$ cat src/rtl/display_pkg.sv
// Shared definitions for the seven-segment display arbiter: FSM encodings,
// digit geometry and the default idle pattern.
package display_pkg;

    localparam int unsigned DIGIT_W = 4;
    localparam int unsigned DIGIT_N = 4;
    localparam int unsigned DISP_W  = DIGIT_W * DIGIT_N;

    localparam logic [DISP_W-1:0] IDLE_PATTERN_DEFAULT = 16'h0000;

    typedef enum logic [1:0] {
        ST_IDLE  = 2'd0,
        ST_OWN_A = 2'd1,
        ST_OWN_B = 2'd2
    } state_e;

    // Extract digit 'pos' (0 = leftmost, position A) from a packed display word.
    function automatic logic [DIGIT_W-1:0] get_digit(input logic [DISP_W-1:0] value,
                                                     input int unsigned       pos);
        logic [DISP_W-1:0] shifted;
        shifted = value >> ((DIGIT_N - 1 - pos) * DIGIT_W);
        return shifted[DIGIT_W-1:0];
    endfunction

endpackage

$ cat src/rtl/seg_display_arbiter_hold_timer.sv
// Minimum-hold timer: counts cycles since the current owner took the display,
// saturating at HOLD_CYCLES-1 so a long-held grant never wraps back to "fresh".
module hold_timer #(
    parameter int unsigned HOLD_CYCLES = 25_000_000
) (
    input  logic clk_i,
    input  logic rst_i,
    input  logic clear_i,
    input  logic enable_i,
    output logic expired_o
);

    localparam int unsigned      CNT_W   = (HOLD_CYCLES > 1) ? $clog2(HOLD_CYCLES) : 1;
    localparam logic [CNT_W-1:0] CNT_MAX = CNT_W'(HOLD_CYCLES - 1);

    logic [CNT_W-1:0] cnt_q;
    logic [CNT_W-1:0] cnt_d;

    // Next count: clear wins, otherwise count up while enabled until saturated.
    always_comb begin
        // NOTE: default assignment first so every path drives cnt_d and no latch is inferred.
        cnt_d = cnt_q;
        if (clear_i) begin
            cnt_d = '0;
        end else if (enable_i && (cnt_q != CNT_MAX)) begin
            cnt_d = cnt_q + CNT_W'(1);
        end
    end

    // Count register.
    always_ff @(posedge clk_i or posedge rst_i) begin
        // NOTE: non-blocking assignments for state so every register samples pre-edge values.
        if (rst_i) begin
            cnt_q <= '0;
        end else begin
            cnt_q <= cnt_d;
        end
    end

    assign expired_o = (cnt_q == CNT_MAX);

endmodule

$ cat src/rtl/seg_display_arbiter.sv
// Round-robin arbiter sharing the 4-digit seven-segment display between two
// requesters. A grant is held for at least HOLD_CYCLES before the other side
// may preempt it; a voluntary release hands over immediately.
module seg_display_arbiter
    import display_pkg::*;
#(
    parameter int unsigned       HOLD_CYCLES  = 25_000_000,
    parameter logic [DISP_W-1:0] IDLE_PATTERN = IDLE_PATTERN_DEFAULT
) (
    input  logic               clk_25mhz,
    input  logic               reset,
    input  logic               req_a,
    input  logic [DISP_W-1:0]  value_a,
    input  logic               req_b,
    input  logic [DISP_W-1:0]  value_b,
    output logic               grant_a,
    output logic               grant_b,
    output logic               switch_p,
    output logic [DIGIT_W-1:0] displayA,
    output logic [DIGIT_W-1:0] displayB,
    output logic [DIGIT_W-1:0] displayC,
    output logic [DIGIT_W-1:0] displayD
);

    state_e             state_q, state_d;
    state_e             last_q, last_d;
    logic [DISP_W-1:0]  disp_q, disp_d;
    logic               grant_a_q, grant_b_q, switch_q;
    logic               hold_expired;
    logic               entering_own;

    // Next owner: releases hand over at once, preemption only after the hold expires.
    always_comb begin
        state_d = state_q;
        case (state_q)
            ST_IDLE: begin
                if (req_a && (!req_b || (last_q == ST_OWN_B))) begin
                    state_d = ST_OWN_A;
                end else if (req_b) begin
                    state_d = ST_OWN_B;
                end
            end
            ST_OWN_A: begin
                if (!req_a) begin
                    state_d = req_b ? ST_OWN_B : ST_IDLE;
                end else if (req_b && hold_expired) begin
                    state_d = ST_OWN_B;
                end
            end
            ST_OWN_B: begin
                if (!req_b) begin
                    state_d = req_a ? ST_OWN_A : ST_IDLE;
                end else if (req_a && hold_expired) begin
                    state_d = ST_OWN_A;
                end
            end
            default: state_d = ST_IDLE;
        endcase
    end

    // Display word and round-robin memory follow the owner being entered.
    always_comb begin
        last_d = last_q;
        disp_d = IDLE_PATTERN;
        case (state_d)
            ST_OWN_A: begin
                disp_d = value_a;
                last_d = ST_OWN_A;
            end
            ST_OWN_B: begin
                disp_d = value_b;
                last_d = ST_OWN_B;
            end
            default: disp_d = IDLE_PATTERN;
        endcase
    end

    assign entering_own = (state_d != state_q) && (state_d != ST_IDLE);

    hold_timer #(
        .HOLD_CYCLES (HOLD_CYCLES)
    ) u_hold_timer (
        .clk_i     (clk_25mhz),
        .rst_i     (reset),
        .clear_i   (entering_own),
        .enable_i  (state_q != ST_IDLE),
        .expired_o (hold_expired)
    );

    // Registered state, grants, display word and owner-change pulse.
    always_ff @(posedge clk_25mhz or posedge reset) begin
        if (reset) begin
            state_q   <= ST_IDLE;
            last_q    <= ST_OWN_B;
            disp_q    <= IDLE_PATTERN;
            grant_a_q <= 1'b0;
            grant_b_q <= 1'b0;
            switch_q  <= 1'b0;
        end else begin
            state_q   <= state_d;
            last_q    <= last_d;
            disp_q    <= disp_d;
            grant_a_q <= (state_d == ST_OWN_A);
            grant_b_q <= (state_d == ST_OWN_B);
            switch_q  <= (state_d != state_q);
        end
    end

    assign grant_a  = grant_a_q;
    assign grant_b  = grant_b_q;
    assign switch_p = switch_q;
    assign displayA = get_digit(disp_q, 0);
    assign displayB = get_digit(disp_q, 1);
    assign displayC = get_digit(disp_q, 2);
    assign displayD = get_digit(disp_q, 3);

endmodule

$ cat config.mk
export PLATFORM = sky130hd
export DESIGN_NAME = seg_display_arbiter
export DESIGN_NICKNAME = d
export VERILOG_FILES = /design/src/rtl/display_pkg.sv /design/src/rtl/seg_display_arbiter_hold_timer.sv /design/src/rtl/seg_display_arbiter.sv
export SDC_FILE = /design/constraint.sdc
export NUM_CORES = 1
export LEC_CHECK = 0
export BUFFER_PORTS_ARGS = -buffer_cell sky130_fd_sc_hd__buf_4
export CAP_MARGIN = 5
export CORE_MARGIN = 2
export CORE_UTILIZATION = 38
export DETAILED_ROUTE_END_ITERATION = 8
export HOLD_SLACK_MARGIN = 0.15
export PLACE_DENSITY = 0.67
export SYNTH_ARGS = -nofsm -noshare
export SYNTH_HDL_FRONTEND = slang
export SYNTH_SLANG_ARGS = --single-unit
$ cat constraint.sdc
create_clock -name clk_25mhz -period 8.1 [get_ports clk_25mhz]
set_clock_uncertainty 0.1 [all_clocks]
set_input_delay 1.215 -clock clk_25mhz [delete_from_list [all_inputs] [get_ports clk_25mhz]]
set_output_delay 1.215 -clock clk_25mhz [all_outputs]
set_load 0.1 [all_outputs]
==> run metrics <==
status=finished, final reports clean; routed wire length=4780 um; pwr/cell area=213 nW/um^2; Compound-Gate Fraction of Synth Area=15.1%; Core ar.=5960 sq um; Hold WC Path Type=reg2reg; Slew headroom=32.0%; synthesized area=2340 sq um; Setup Total Neg Slack=0 ps; post-CTS sizing=0; final instance area=2880 sq um; mux contribution to synthesized area=0.855%; Hold-fix buffers, CTS=0; part of the cycle the worst path needs=43.3%; worst vdd ir=0.104 mV; drt first-iter violations=103; CP Max Fanout=25; share of cells above drive strength 1=30.1%; Post-Syn Area per Cell=11.0 sq um; Starting Density=39.3%; Synth cell types=51; largest family of logic cells by synthesized area=simple AND/OR/NAND/NOR gates; Max Cap Violations=0; final setup fails=0; Non-Filler Instances=341; largest net degree at the start of global routing=49; yosys warns=0; Clk pin slew, worst setup/hold paths=80 ps; Routed Antenna Nets=0; Area Overhead vs Synth=23.0%; final core utilization=48.4%; P_sw=0.236 mW; die span in y=82.5 um; main flop type after synthesis=dfrtp_1; # diodes=0; setup ws final=4590 ps; vias per inst=5.26; CTS tree=yes; Net Count, Synth=253; RSZ-0062 raised after global routing=no; number of global-route vias before repair=1831; ys async rst share=100%; Crit Path Class=reg2reg; Slew Limit Fails=0; DP Wirelength=3540 um; Post-Synth Adder-Cell Area=2.67%; CTS max path bufs=2; leakage=1.34 nW; Syn Inst Count=212; nets=306; post-synthesis simple-gate area fraction=20.4%; H-tree depth=2; clk sinks=48; Avg WL per Cell=14.0 um; switching share of power=38.6%; pre-CTS setup slack=4570 ps; Total GRT Usage=15.4%; Seq cells post-synth=48; xor/xnor share of the synthesized area=6.73%; Pwr Total=0.613 mW; I/O pin cnt=55; final hold slack=403 ps; total internal power=0.377 mW; drt drc=0; Comb power frac=32.2%; initial antenna violation count=0; Worst Tran Pin Value=1020 ps; placer congestion estimate=0.771; CTS buffer count=5; first-pass GRT wire length=8040 um; first-pass iteration count of the detailed router=4; Port Buffers=54; Die X=82.5 um; Sequential Power Share=45.3%; critical path startpoint category=flop; Worst setup EP type=flop; die footprint=6810 sq um; post-CTS setup buffers=0; Via Count=1793; crit path time final=3510 ps; Achievable Freq=0.285 GHz; CP Data Arrival Time=3540 ps; dpl cells=333; Clock power frac=22.5%; Skew-Pair Late Insertion Delay=300 ps; cell row count=28; Area after DPL=2800 sq um; Hold Fails Final Rpt=0; post-synthesis sequential area ratio=51.3%; GR Overflow Total=0; EDFF count, synth=0; Clock Root Buffer=clkbuf_8; WP data required=8130 ps
## cell usage after synthesis, types with 2 or more instances
library cell / count / area (sq um)
a21oi_1: 13 / 65.1
nor2_1: 23 / 86.3
nand3_1: 8 / 40.0
dfrtp_1: 47 / 1180
and3_1: 2 / 12.5
xnor2_1: 7 / 61.3
xor2_1: 11 / 96.3
and2_1: 2 / 12.5
nand4_1: 8 / 50.1
nand2_1: 11 / 41.3
a22o_1: 17 / 149
or3_1: 4 / 25.0
ha_1: 5 / 62.6
clkbuf_1: 5 / 18.8
buf_6: 2 / 22.5
inv_1: 6 / 22.5
mux2i_1: 2 / 20.0
o21ai_0: 6 / 30.0
## cell type report
cell class                 instances  area (sq um)
inverter                           6          22.5
multi-input combinational        150          1070
tap                               75          93.8
fill                             539          3080
clock buffer                       6          72.6
timing repair buffer              54           405
sequential                        48          1200
clock inverter                     2          12.5
## cells by family after synthesis
logic type	Yosys count
muxes	2
DFF	48
buffers and inverters	14
xor gates and xnor gates	18
adders and majority gates	5
and+or+nand+nor	78
AOI/OAI and AO/OA	47
## worst max-delay path, stage by stage, from the launching register on
cell and delay [ps]:
dfrtp_1 410, ha_1 280, nand4_1 210, nor4_4 520, and2_2 340, o211ai_1 150, a21o_1 200, ha_1 210
a211oi_4 790, nor2_1 130
## registers in the layout (all words and copies together) (netlist names)
register            cells
u_hold_timer.cnt_q     25
disp_q                 16
last_q                  2
state_q                 2
grant_a                 1
grant_b                 1
switch_p                1
## power groups by stage
stage / Clock (mW) / Sequential [mW] / Combinational (mW)
4_1_cts: 0.144 / 0.278 / 0.200
2_1_floorplan: 0 / 0.369 / 0.0654
6_report: 0.138 / 0.278 / 0.197
5_1_grt: 0.152 / 0.280 / 0.211
3_3_place_gp: 0 / 0.282 / 0.197
3_5_place_dp: 0 / 0.283 / 0.199
## routing by layer
metal	part of all wire [%]	wire length (um)	vias up	track usage [%]
met1	43	2050	865	17.7
met2	49	2350	60	27.6
met5	0	0	-	0
met4	0.33	16	0	3.93
li1	-	-	865	-
met3	7.5	359	3	5.22
## cell usage in the layout (no fill, tap or decap), types with 2 or more instances in the layout
cell,count
a21oi_1,13
a22o_1,17
and2_1,2
and3_1,2
buf_4,54
clkbuf_8,5
dfrtp_1,47
ha_1,5
inv_1,5
mux2i_1,2
nand2_1,11
nand3_1,8
nand4_1,8
nor2_1,23
o21ai_0,6
or3_1,4
xnor2_1,7
xor2_1,11
## final timing paths
path	from	to	slack [ps]	cells after the start
max	u_hold_timer.cnt_q[0]$_DFFE_PP0P_	u_hold_timer.cnt_q[7]$_DFFE_PP0P_	4590	9
min	last_q[1]$_DFFE_PP1P_	last_q[1]$_DFFE_PP1P_	400	2
max reg2reg	u_hold_timer.cnt_q[0]$_DFFE_PP0P_	u_hold_timer.cnt_q[7]$_DFFE_PP0P_	4590	9
min reg2reg	last_q[1]$_DFFE_PP1P_	last_q[1]$_DFFE_PP1P_	400	2
max in group asynchronous	reset	disp_q[6]$_DFF_PP0_	6250	2
min in group asynchronous	reset	u_hold_timer.cnt_q[22]$_DFFE_PP0P_	1040	2
No activity file was read; power rests on OpenSTA's default activity.
